## config.mk

```make
export PLATFORM = sky130hd
export DESIGN_NAME = board_input_conditioner
export DESIGN_NICKNAME = d
export VERILOG_FILES = /design/src/rtl/board_input_conditioner.sv
export SDC_FILE = /design/constraint.sdc
export NUM_CORES = 1
export LEC_CHECK = 0
export BUFFER_PORTS_ARGS = -buffer_cell sky130_fd_sc_hd__buf_4
export CAP_MARGIN = 25
export CORE_MARGIN = 10
export CORE_UTILIZATION = 45
export DETAILED_ROUTE_END_ITERATION = 8
export PLACE_DENSITY = 0.71
export SYNTH_ARGS = -nofsm -noshare
export SYNTH_HDL_FRONTEND = slang
export SYNTH_SLANG_ARGS = --single-unit
```

## constraint.sdc

```tcl
create_clock -name CLOCK_50 -period 6.75 [get_ports CLOCK_50]
set_clock_uncertainty 0.2 [all_clocks]
set_input_delay 0.675 -clock CLOCK_50 [delete_from_list [all_inputs] [get_ports CLOCK_50]]
set_output_delay 0.675 -clock CLOCK_50 [all_outputs]
set_load 0.005 [all_outputs]
```

## src/rtl/board_input_conditioner.sv

```systemverilog
// Board pin conditioner: two-flop synchronisers and per-bit debouncers for the
// slide switches and the push button, with registered edge/change strobes.
module board_input_conditioner #(
  parameter int WIDTH           = 8,
  parameter int DEBOUNCE_CYCLES = 500000,
  parameter int CNT_W           = 20
) (
  input  logic             CLOCK_50,
  input  logic             reset,
  input  logic [WIDTH-1:0] switch_raw,
  input  logic             button_raw_n,
  output logic [WIDTH-1:0] sw_clean,
  output logic             btn_clean,
  output logic             btn_press,
  output logic             btn_release,
  output logic             sw_changed
);

  // The button is carried as the top bit of one combined vector so every bit
  // shares the same synchroniser and debounce logic.
  localparam int                NB        = WIDTH + 1;
  localparam logic [CNT_W-1:0]  LIMIT     = CNT_W'(DEBOUNCE_CYCLES - 1);
  localparam logic [CNT_W-1:0]  CNT_ONE   = CNT_W'(1);
  localparam logic [NB-1:0]     SYNC_IDLE = {1'b1, {WIDTH{1'b0}}};

  logic [NB-1:0]             sync1_r;
  logic [NB-1:0]             sync2_r;
  logic [NB-1:0]             synced_s;
  logic [NB-1:0]             clean_r;
  logic [NB-1:0]             clean_nxt_s;
  logic [NB-1:0]             upd_s;
  logic [NB-1:0][CNT_W-1:0]  cnt_r;
  logic [NB-1:0][CNT_W-1:0]  cnt_nxt_s;
  logic                      btn_press_r;
  logic                      btn_release_r;
  logic                      sw_changed_r;

  // Button is active-low on the pin; flip it so the debouncer sees 1 = pressed.
  assign synced_s = sync2_r ^ SYNC_IDLE;

  // Per-bit debounce: count stable disagreeing cycles, accept at LIMIT.
  always_comb begin
    clean_nxt_s = clean_r;
    cnt_nxt_s   = {NB{{CNT_W{1'b0}}}};
    upd_s       = {NB{1'b0}};
    for (int i = 0; i < NB; i++) begin
      if (synced_s[i] == clean_r[i]) begin
        cnt_nxt_s[i] = {CNT_W{1'b0}};
      end else if (cnt_r[i] >= LIMIT) begin
        clean_nxt_s[i] = synced_s[i];
        upd_s[i]       = 1'b1;
        cnt_nxt_s[i]   = {CNT_W{1'b0}};
      end else begin
        cnt_nxt_s[i] = cnt_r[i] + CNT_ONE;
      end
    end
  end

  // State registers: synchronisers, counters, clean levels and strobes.
  always_ff @(posedge CLOCK_50 or posedge reset) begin
    if (reset) begin
      sync1_r       <= SYNC_IDLE;
      sync2_r       <= SYNC_IDLE;
      clean_r       <= {NB{1'b0}};
      cnt_r         <= {NB{{CNT_W{1'b0}}}};
      btn_press_r   <= 1'b0;
      btn_release_r <= 1'b0;
      sw_changed_r  <= 1'b0;
    end else begin
      sync1_r       <= {button_raw_n, switch_raw};
      sync2_r       <= sync1_r;
      clean_r       <= clean_nxt_s;
      cnt_r         <= cnt_nxt_s;
      btn_press_r   <= upd_s[WIDTH] & clean_nxt_s[WIDTH];
      btn_release_r <= upd_s[WIDTH] & ~clean_nxt_s[WIDTH];
      sw_changed_r  <= |upd_s[WIDTH-1:0];
    end
  end

  assign sw_clean    = clean_r[WIDTH-1:0];
  assign btn_clean   = clean_r[WIDTH];
  assign btn_press   = btn_press_r;
  assign btn_release = btn_release_r;
  assign sw_changed  = sw_changed_r;

endmodule

```

==> results.ini, run 1 <==
[setup_path]
worstPathCellList=ha_1, and4_1, o41ai_1, a311o_1, nand3_1, nor2_1
critPathArrivalTime_ps=2720
worstSetupPathType=register to register
end_kind=register
critPathLaunchType=register
crit_required_ps=6950
critPathSlowestCell=nand3_1
worstPathMaxFanout=18
max_stage_delay_ps=510

[die]
die_area_sq_um=27340
die_h_microns=165.3
start_util_pct=45.51
core_area_sq_um=20890
io-pin-count=23
rows=53
die_x_microns=165.3

[routing]
drtIter0Drc=340
num_vias=6429
detail-route-antenna-nets=0
dr.pass1.iters=4
drt_wl_total_microns=16180
wl_per_cell_microns=12.87
via_per_inst=5.115
route.detailed.drc=0

[hold_path]
holdCritPathClass=input pin to register

[job]
cap_violations=0

[final_layout]
drive_gt1_share_pct=7.943
n_fill_cell=1873
nNetsFinal=987
final_cell_mix=dfrtp_1 (208), nor2_1 (201), xnor2_1 (83)
layout_commonest_cell=dfrtp_1
layout-area-overhead-vs-synth_pct=13.62
diodes=0

[global_routing]
grtUsageMet2_pct=20.81
met3_usage_pct=1.735
grt_overflow=0
top_usage_layer=met2
grt_pass1_wl_microns=29100
global_route.usage.total_pct=12.31
antenna_found_initial=0
grt_use_met1_pct=16.12
grt_max_degree=126
first_global_vias=6459

[clocking]
clockBufferDepth=3
post-cts-setup-buffers=0
post_cts_resized=0
cts.sinks=210
htree_num_levels=1
cts_tree=built
cts_buffers=22
clk_pin_slew_ps=60
worstSkewPairLatency_ps=490
clockRootBuffer=clkbuf_16
holdBufCountCts=0

[run_status]
outcome=complete, no violations

[yosys]
synth.ff_latch_count=210
yosys_warnings=0
synthArstFlopShare_pct=100.0
ys_types=41
synth_edf_count=0
ys.flop_type=dfrtp_1
syn_avg_cell_area_sq_um=10.32
synthCells=921
ys_seq_area_share_pct=55.30
synth_area_sq_um=9507

[timing]
hold_viol_final=0
slew_headroom_pct=43.57
max_freq_mhz=396.7
final.setup.tns_ps=0
tightest_slew_ps=846.5
finalCritPeriodShare_pct=37.34
drv_slew=0
rsz0062_at_grt=false
fin_crit_ps=2521
setup_violations=0

[power_and_ir_drop]
p_total_mw=2.732
irDropWorstVdd_uv=261.4
cellPowerDensity_nw_per_um2=252.9
p_leak_nw=4.511

[place]
dp_hpwl_microns=10470
routabilityCongestion=0.7798
portBuffers=22

## per-stage QoR
stage	cells	area (sq um)	hold WS, ps	setup WS (ps)	util (%)
2_1_floorplan	929	9537	131.2	140.8	-
3_3_place_gp	1217	10020	133.0	3985	47.96
5_1_grt	1257	10800	66.86	3993	51.71
6_report	1257	10800	86.41	4229	51.71
3_5_place_dp	1218	10050	136.2	4236	48.09
4_1_cts	1257	10800	68.60	4204	51.71
## layer usage
metal,up-vias,wire length [microns]
li1,3212,-
met1,3139,7741
met2,57,7722
met3,21,415
met4,0,297
met5,-,0
## power breakdown
| group | total [mW] | internal (mW) | switching [mW] |
|---|---|---|---|
| registers | 1.34 | 1.30 | 0.0388 |
| clock network | 1.23 | 0.765 | 0.463 |
| logic | 0.166 | 0.0588 | 0.107 |
## path summary, 6_finish.rpt
kind	cells after the start	startpoint	slack (ps)	endpoint
min in group asynchronous	2	reset	110	sync1_r[6]
hold reg to reg	0	sync1_r[1]	150	sync2_r[1]
setup reg to reg	6	cnt_r[160]	4230	cnt_r[172]
hold / removal	1	button_raw_n	90	sync1_r[8]
setup / recovery	6	cnt_r[160]	4230	cnt_r[172]
max in group asynchronous	4	reset	5070	cnt_r[46]
## Yosys cell counts (3+ instances only)
cell type | n | area [sq um]
dfrtp_1 | 208 | 5205
nor2_1 | 201 | 754.5
xnor2_1 | 83 | 727.0
xor2_1 | 78 | 683.2
nand2_1 | 68 | 255.2
nand3_1 | 56 | 280.3
nor3_1 | 38 | 190.2
nand4_1 | 33 | 206.5
and3_1 | 26 | 162.7
inv_1 | 23 | 86.33
nor4_1 | 12 | 75.07
ha_1 | 9 | 112.6
and4_1 | 8 | 70.07
mux2_2 | 8 | 90.09
a211oi_1 | 7 | 52.55
a41o_1 | 5 | 50.05
clkbuf_1 | 5 | 18.77
o41a_1 | 5 | 56.30
a31oi_1 | 4 | 25.02
and2_1 | 4 | 25.02
buf_2 | 4 | 20.02
o41ai_1 | 4 | 35.03
o21ai_0 | 3 | 15.01
o22ai_1 | 3 | 18.77
o41ai_2 | 3 | 48.80
or2_2 | 3 | 18.77
## flip-flops by register name, summed over array words and instances, names as in the netlist
name,flops
btn_press,1
btn_release,1
clean_r,9
cnt_r,180
sw_changed,1
sync1_r,9
sync2_r,9
## cell families (layout without fill, tap and decap cells)
family          Yosys count  in the layout  share of synthesized area (%)
fa+ha+maj                 9              9                          1.185
compound gates           43             43                          4.330
flops                   210            210                          55.30
other cells               1              9                        0.03945
mux                       8              8                         0.9477
buf+inv                  33             86                          1.356
xor+xnor                161            161                          14.83
simple gates            456            456                          22.01
## critical path: cells and delay by family, from the launching register on
kind | cells | cell delay (ps)
fa+ha+maj | 1 | 250
compound gates | 2 | 520
simple gates | 3 | 1050
flops | 1 | 400
## area by class of cell
class                           instances  area (sq um)  share of cell area, %
Clock buffer                           34         676.9                  6.267
Clock inverter                          5         78.83                 0.7298
Inverter                               23         93.84                 0.8688
Tap cell                              275         344.1                  3.185
Timing Repair Buffer                   24         200.2                  1.853
Multi-Input combinational cell        686          4150                  38.42
Sequential cell                       210          5258                  48.67
No activity file was read; power rests on OpenSTA's default activity.
==> run 2, diff against run 1 <==
--- a/config.mk
+++ b/config.mk
@@ -5,12 +5,13 @@
 export SDC_FILE = /design/constraint.sdc
 export NUM_CORES = 1
 export LEC_CHECK = 0
+export ABC_AREA = 1
 export BUFFER_PORTS_ARGS = -buffer_cell sky130_fd_sc_hd__buf_4
 export CAP_MARGIN = 25
 export CORE_MARGIN = 10
 export CORE_UTILIZATION = 45
 export DETAILED_ROUTE_END_ITERATION = 8
-export PLACE_DENSITY = 0.71
+export PLACE_DENSITY = 0.68
 export SYNTH_ARGS = -nofsm -noshare
 export SYNTH_HDL_FRONTEND = slang
 export SYNTH_SLANG_ARGS = --single-unit
==> constraint.sdc (replaced) <==
create_clock -name CLOCK_50 -period 2.4 [get_ports CLOCK_50]
set_clock_uncertainty 0.2 [all_clocks]
set_input_delay 0.24 -clock CLOCK_50 [delete_from_list [all_inputs] [get_ports CLOCK_50]]
set_output_delay 0.24 -clock CLOCK_50 [all_outputs]
set_load 0.005 [all_outputs]
==> run 2 against run 1 <==
Maximum frequency up 27%. Global-route usage is 1.0 points higher. Clock power grew to 3.1 times the previous value. Sequential power grew to 2.7 times the previous value. Largest cell class unchanged. Synthesized cell count rose by 43%. Synthesized area increased by 13%. Via count up 27%. Routed wire length increased by 22%. Critical path depth grew 4. Sequential share of layout area decreased by 5.8 points. Count of clock-buffer cells in the layout is 2 lower.
==> results.ini, run 2 <==
[run_status]
outcome=complete, no violations

[yosys]
synth.top_cell.area_share_pct=48.55
synthCells=1318
synthArstFlopShare_pct=100.0
ys_seq_area_share_pct=49.04
synth.ff_latch_count=210
yosys_warnings=0
synth_area_leaders=dfrtp_1 (49%), nand2_1 (10%), nor2_1 (8.2%), xor2_1 (5.6%), inv_1 (5.0%)
synth_edf_count=0
syn_avg_cell_area_sq_um=8.134
synth_area_sq_um=10720
synth_top_area_cell=dfrtp_1
synth_commonest_cells=nand2_1 (293), nor2_1 (233), dfrtp_1 (208), inv_1 (144), xor2_1 (69)
yosysMostFrequentCell=nand2_1
ys.flop_type=dfrtp_1
ys_types=40

[place]
dp_hpwl_microns=14060
portBuffers=22
dpl-instance-area_sq_um=11330
routabilityCongestion=0.8464
dp.cells=1662

[die]
die_area_sq_um=30400
die_h_microns=174.3
io-pin-count=23
rows=56
start_util_pct=45.67
core_area_sq_um=23470
die_x_microns=174.3

[routing]
wl_met1_microns=9628
detail-route-antenna-nets=0
highest_layer=met4
via_per_inst=4.762
wl_per_cell_microns=11.54
route.detailed.drc=0
drt_wl_total_microns=19800
wl_met2_microns=9150
dr.pass1.iters=4
drtIter0Drc=467
num_vias=8166
routed-wl-met3_microns=672

[setup_path]
worstPathMaxFanout=16
worstSetupPathType=register to register
crit_required_ps=2610
r2r-end=cnt_r[53]
critPathArrivalTime_ps=2200
reg2reg_from=cnt_r[40]
r2r_setup_slack_ps=410
r2r_cells=10
setup.worst_path.start=cnt_r[40]
critPathLaunchType=register
cp-endpoint=cnt_r[53]
end_kind=register

[clocking]
cts_tree=built
cts_buffers=24
clk_pin_slew_ps=60
clockRootBuffer=clkbuf_16
htree_num_levels=1
worstSkewPairLatency_ps=510
clockBufferDepth=3
cts.sinks=210
post_cts_resized=0

[power_and_ir_drop]
p_leak_nw=5.672
irDropWorstVdd_uv=510.3
cellPowerDensity_nw_per_um2=642.4
p_total_mw=7.884

[final_layout]
diodes=0
top_register=cnt_r
n_fill_cell=2153
largest_register_ffs=180
layout_commonest_cell=nand2_1
final_cells=1715
final_cell_mix=nand2_1 (293), nor2_1 (233), dfrtp_1 (208)
nNetsFinal=1399
layout-area-overhead-vs-synth_pct=14.48
finalInstanceArea_sq_um=12270
drive_gt1_share_pct=12.46

[timing]
drv_slew=0
rsz0062_at_grt=false
fin_crit_ps=1992
max_freq_mhz=502.1
hold_viol_final=0
fin_hold_ws_ps=147.3
slew_headroom_pct=59.78
finalCritPeriodShare_pct=82.98
tightest_slew_ps=602.0
final.setup.tns_ps=0
setup_violations=0

[global_routing]
global_route.usage.total_pct=13.33
first_global_vias=8003
antenna_found_initial=0
grt_pass1_wl_microns=35750
grt_max_degree=46
grt_overflow=0

[hold_path]
holdCritPathClass=register to register

[job]
cap_violations=0

[run 2: changes by cell type after synthesis, moves of 10 or more]
cell,previous run,this run
and3_1,26,6
o21ai_0,3,23
nor2_2,0,25
nand2_2,0,12
nor3_2,0,11
nor2_1,201,233
inv_1,23,144
inv_2,0,32
a21oi_1,2,19
xnor2_1,83,20
nand4_1,33,23
nand2_1,68,293
nor3_1,38,56
[run 2: worst min path at each step]
stage | start | endpoint | slack, ps | cells past startpoint
floorplan | button_raw_n | sync1_r[8] | 40 | 0
global placement | sync1_r[4] | sync2_r[4] | 130 | 0
detailed placement | sync1_r[6] | sync2_r[6] | 140 | 0
CTS | sync1_r[6] | sync2_r[6] | 150 | 0
global route | sync1_r[8] | sync2_r[8] | 160 | 0
finish | sync1_r[1] | sync2_r[1] | 150 | 0
[run 2: timing repair]
action | 4_1_cts | 5_1_grt
setup buffers | 0 | 0
hold endpoints to repair | 26 | 0
hold buffers | 10 | 0
[run 2: through the flow]
stage | setup slack, ps | utilization, %
global route | 199.3 | 52.29
detailed placement | 424.8 | 48.26
CTS | 395.7 | 52.29
global placement | 492.2 | 48.26
floorplan | -766.6 | -
finish | 408.5 | 52.29
[run 2: power breakdown]
group          internal (mW)  total, mW  switching [mW]
sequential              3.61       3.65          0.0451
combinational          0.132      0.402           0.269
clock                   2.42       3.83            1.41
total                   6.16       7.88            1.72
[run 2: cells by family (layout without fill, tap and decap cells)]
| family | after synthesis | in the layout | share of synthesized area [%] |
|---|---|---|---|
| adders and majority gates | 9 | 9 | 1.050 |
| AOI/OAI and AO/OA | 66 | 66 | 3.373 |
| other | 1 | 9 | 0.03498 |
| xor gates and xnor gates | 89 | 89 | 7.271 |
| buffers and inverters | 189 | 259 | 7.085 |
| DFF | 210 | 210 | 49.04 |
| and+or+nand+nor | 754 | 754 | 32.14 |
[run 2: final cells by class]
cell class,instances,area [sq um],area share [%]
sequential,210,5258,42.84
multi-input combinational,927,4733,38.57
clock buffer,32,681.9,5.556
inverter,177,670.6,5.464
tap,319,399.1,3.252
timing repair buffer,39,367.9,2.997
clock inverter,11,162.7,1.325
[run 2: critical path: stages (launching register included)]
cell and delay (ps):
dfrtp_1 390, ha_1 210, nand2_1 100, inv_2 60, nand2_4 80, nand2_1 60
nand2_1 50, nand2_1 70, a21oi_2 180, nand2_2 220, nor3b_1 260
[run 2: per-layer routing]
layer,vias up,GRT usage [%]
met5,-,0
met4,0,3.776
met3,26,2.102
met2,88,21.69
met1,3806,18.00
li1,4246,-
==> run 3, diff against run 2 <==
--- a/config.mk
+++ b/config.mk
@@ -11,7 +11,7 @@
 export CORE_MARGIN = 10
 export CORE_UTILIZATION = 45
 export DETAILED_ROUTE_END_ITERATION = 8
-export PLACE_DENSITY = 0.68
+export PLACE_DENSITY = 0.71
 export SYNTH_ARGS = -nofsm -noshare
 export SYNTH_HDL_FRONTEND = slang
 export SYNTH_SLANG_ARGS = --single-unit
==> constraint.sdc (replaced) <==
create_clock -name CLOCK_50 -period 1.6 [get_ports CLOCK_50]
set_clock_uncertainty 0.2 [all_clocks]
set_input_delay 0.16 -clock CLOCK_50 [delete_from_list [all_inputs] [get_ports CLOCK_50]]
set_output_delay 0.16 -clock CLOCK_50 [all_outputs]
set_load 0.005 [all_outputs]
==> run 3 against run 2 <==
The run now ends with DRC, setup timing left. Sequential cell count unchanged. Register-to-register slack got worse by 690 ps. Clock power grew 40%. Maximum frequency rose by 5.9%. Global-route usage is 2.7 points higher. Combinational power grew to 2.7 times the previous value. Sequential share of layout area fell by 9.6 points. Utilization grew 15 points. Non-clock buffer count grew 237. Worst setup slack worse by 690 ps. Design area grew 29%. Power grew 52%. Critical path type unchanged. Largest cell class is now multi-input gates. Largest power group is now sequential cells.
==> results.ini, run 3 (synthesis gave the netlist of run 2 again) <==
[run_status]
outcome=finished, violations left
violations=DRC, setup timing

[routing]
route.detailed.drc=2
wl_per_cell_microns=13.91
detail-route-antenna-nets=0
num_vias=9750
via_per_inst=4.990
dr.pass1.iters=9
drt_wl_total_microns=27170
drtIter0Drc=651

[clocking]
htree_num_levels=1
cts_buffers=24
cts.sinks=210
clockRootBuffer=clkbuf_16
worstSkewPairLatency_ps=520
cts_tree=built
clk_pin_slew_ps=60
clockBufferDepth=3

[power_and_ir_drop]
irDropWorstVdd_uv=763.8
p_sw_share_pct=24.22
p_int_mw=9.057
p_leak_nw=7.354
combPwrFrac_pct=9.1
p_total_mw=11.95
clkPwrFrac_pct=45.0
p_seq_share_pct=45.9
power_switching_mw=2.895
cellPowerDensity_nw_per_um2=755.1

[timing]
timing.final.ws_setup_ps=-279.7
drv_slew=0
fin_crit_ps=1880
hold_viol_final=0
fin_hold_ws_ps=88.84
finalCritPeriodShare_pct=117.5
setup_violations=166
rsz0062_at_grt=true
max_freq_mhz=532.0

[setup_path]
critPathLaunchType=register
max_stage_delay_ps=360
r2r_setup_slack_ps=-280
setup.worst_path.start=cnt_r[41]
critPathArrivalTime_ps=2080
cp_top_family=simple AND/OR/NAND/NOR gates
r2r-end=cnt_r[50]
worstPathMaxFanout=4
worstPathCellList=ha_2, nand2_2, inv_2, nand2_4, buf_6, nor2_2, inv_1, nor3_2, xnor2_1, nor2_1
r2r_cells=10
cp-endpoint=cnt_r[50]
crit_buf_inv=3
worstSetupPathType=register to register
path_depth=10
critPathSlowestCell=dfrtp_1
crit_required_ps=1800
end_kind=register
reg2reg_from=cnt_r[41]

[final_layout]
nNetsFinal=1639
n_fill_cell=1688
final_cell_mix=nand2_1 (228), buf_4 (220), dfrtp_1 (206)
multi_input_area_sq_um=6369
layout-area-overhead-vs-synth_pct=47.64
top_register=cnt_r
drive_gt1_share_pct=42.32
finalInstanceArea_sq_um=15830
diodes=0
largest_register_ffs=180
fin_util_pct=67.43
seq_area_sq_um=5260
layout_commonest_cell=nand2_1

[hold_path]
holdCritPathClass=input pin to register
min_from=switch_raw[2]

[die]
core_area_sq_um=23470
io-pin-count=23
die_area_sq_um=30400
rows=56
die_h_microns=174.3
start_util_pct=45.67
die_x_microns=174.3

[global_routing]
grt_overflow=0
antenna_found_initial=0
global_route.usage.total_pct=16.04
grt_pass1_wl_microns=42750
first_global_vias=9674
grt_max_degree=46

[place]
dp_slack_ps=-219.5
routabilityCongestion=0.8766
dp_hpwl_microns=16110
dpl-instance-area_sq_um=12830
portBuffers=22

[job]
cap_violations=0

-- run 3: what timing repair did --
action                                 in CTS  in global routing
hold buffers                               11                  0
setup endpoints to repair                 168                183
pin swaps                                  84                 82
endpoints found under the hold margin     219                  0
gates resized for setup                   203                237
cloned                                      4                  0
buffers inserted                           28                 25
-- run 3: area by class of cell --
class | instances | area share, %
clock buffer | 33 | 4.206
clock inverter | 9 | 0.6324
inverter | 177 | 4.427
multi-input combinational | 930 | 40.24
sequential | 210 | 33.23
tap | 319 | 2.522
timing repair buffer | 276 | 14.74
-- run 3: worst min path at each step --
stage | end | slack, ps | cells after the start
finish | sync1_r[2] | 90 | 2
global route | sync1_r[8] | 80 | 2
CTS | sync1_r[8] | 70 | 2
detailed placement | cnt_r[159] | -80 | 2
global placement | cnt_r[159] | -80 | 2
floorplan | sync1_r[8] | -40 | 0
-- run 3: power by group through the flow --
stage	clock network (mW)	logic (mW)	registers, mW
finish	5.37	1.09	5.48
global route	5.70	1.19	5.49
CTS	5.50	0.956	5.48
detailed placement	0	0.762	5.57
global placement	0	0.747	5.57
floorplan	0	0.437	5.57
-- run 3: layer usage --
layer / up-vias / global-route usage (%) / routed length [microns]
met1: 4771 / 19.47 / 11320
li1: 4718 / - / -
met4: 0 / 4.418 / 731
met3: 68 / 2.297 / 876
met2: 193 / 28.91 / 14250
met5: - / 0 / 0
-- run 3: metrics by stage --
step / instances / setup TNS [ps]
final: 1954 / -20720
after global routing: 1954 / -37670
after CTS: 1932 / -10600
after detailed placement: 1848 / -15410
after global placement: 1848 / -8575
after floorplan: 1326 / -313520
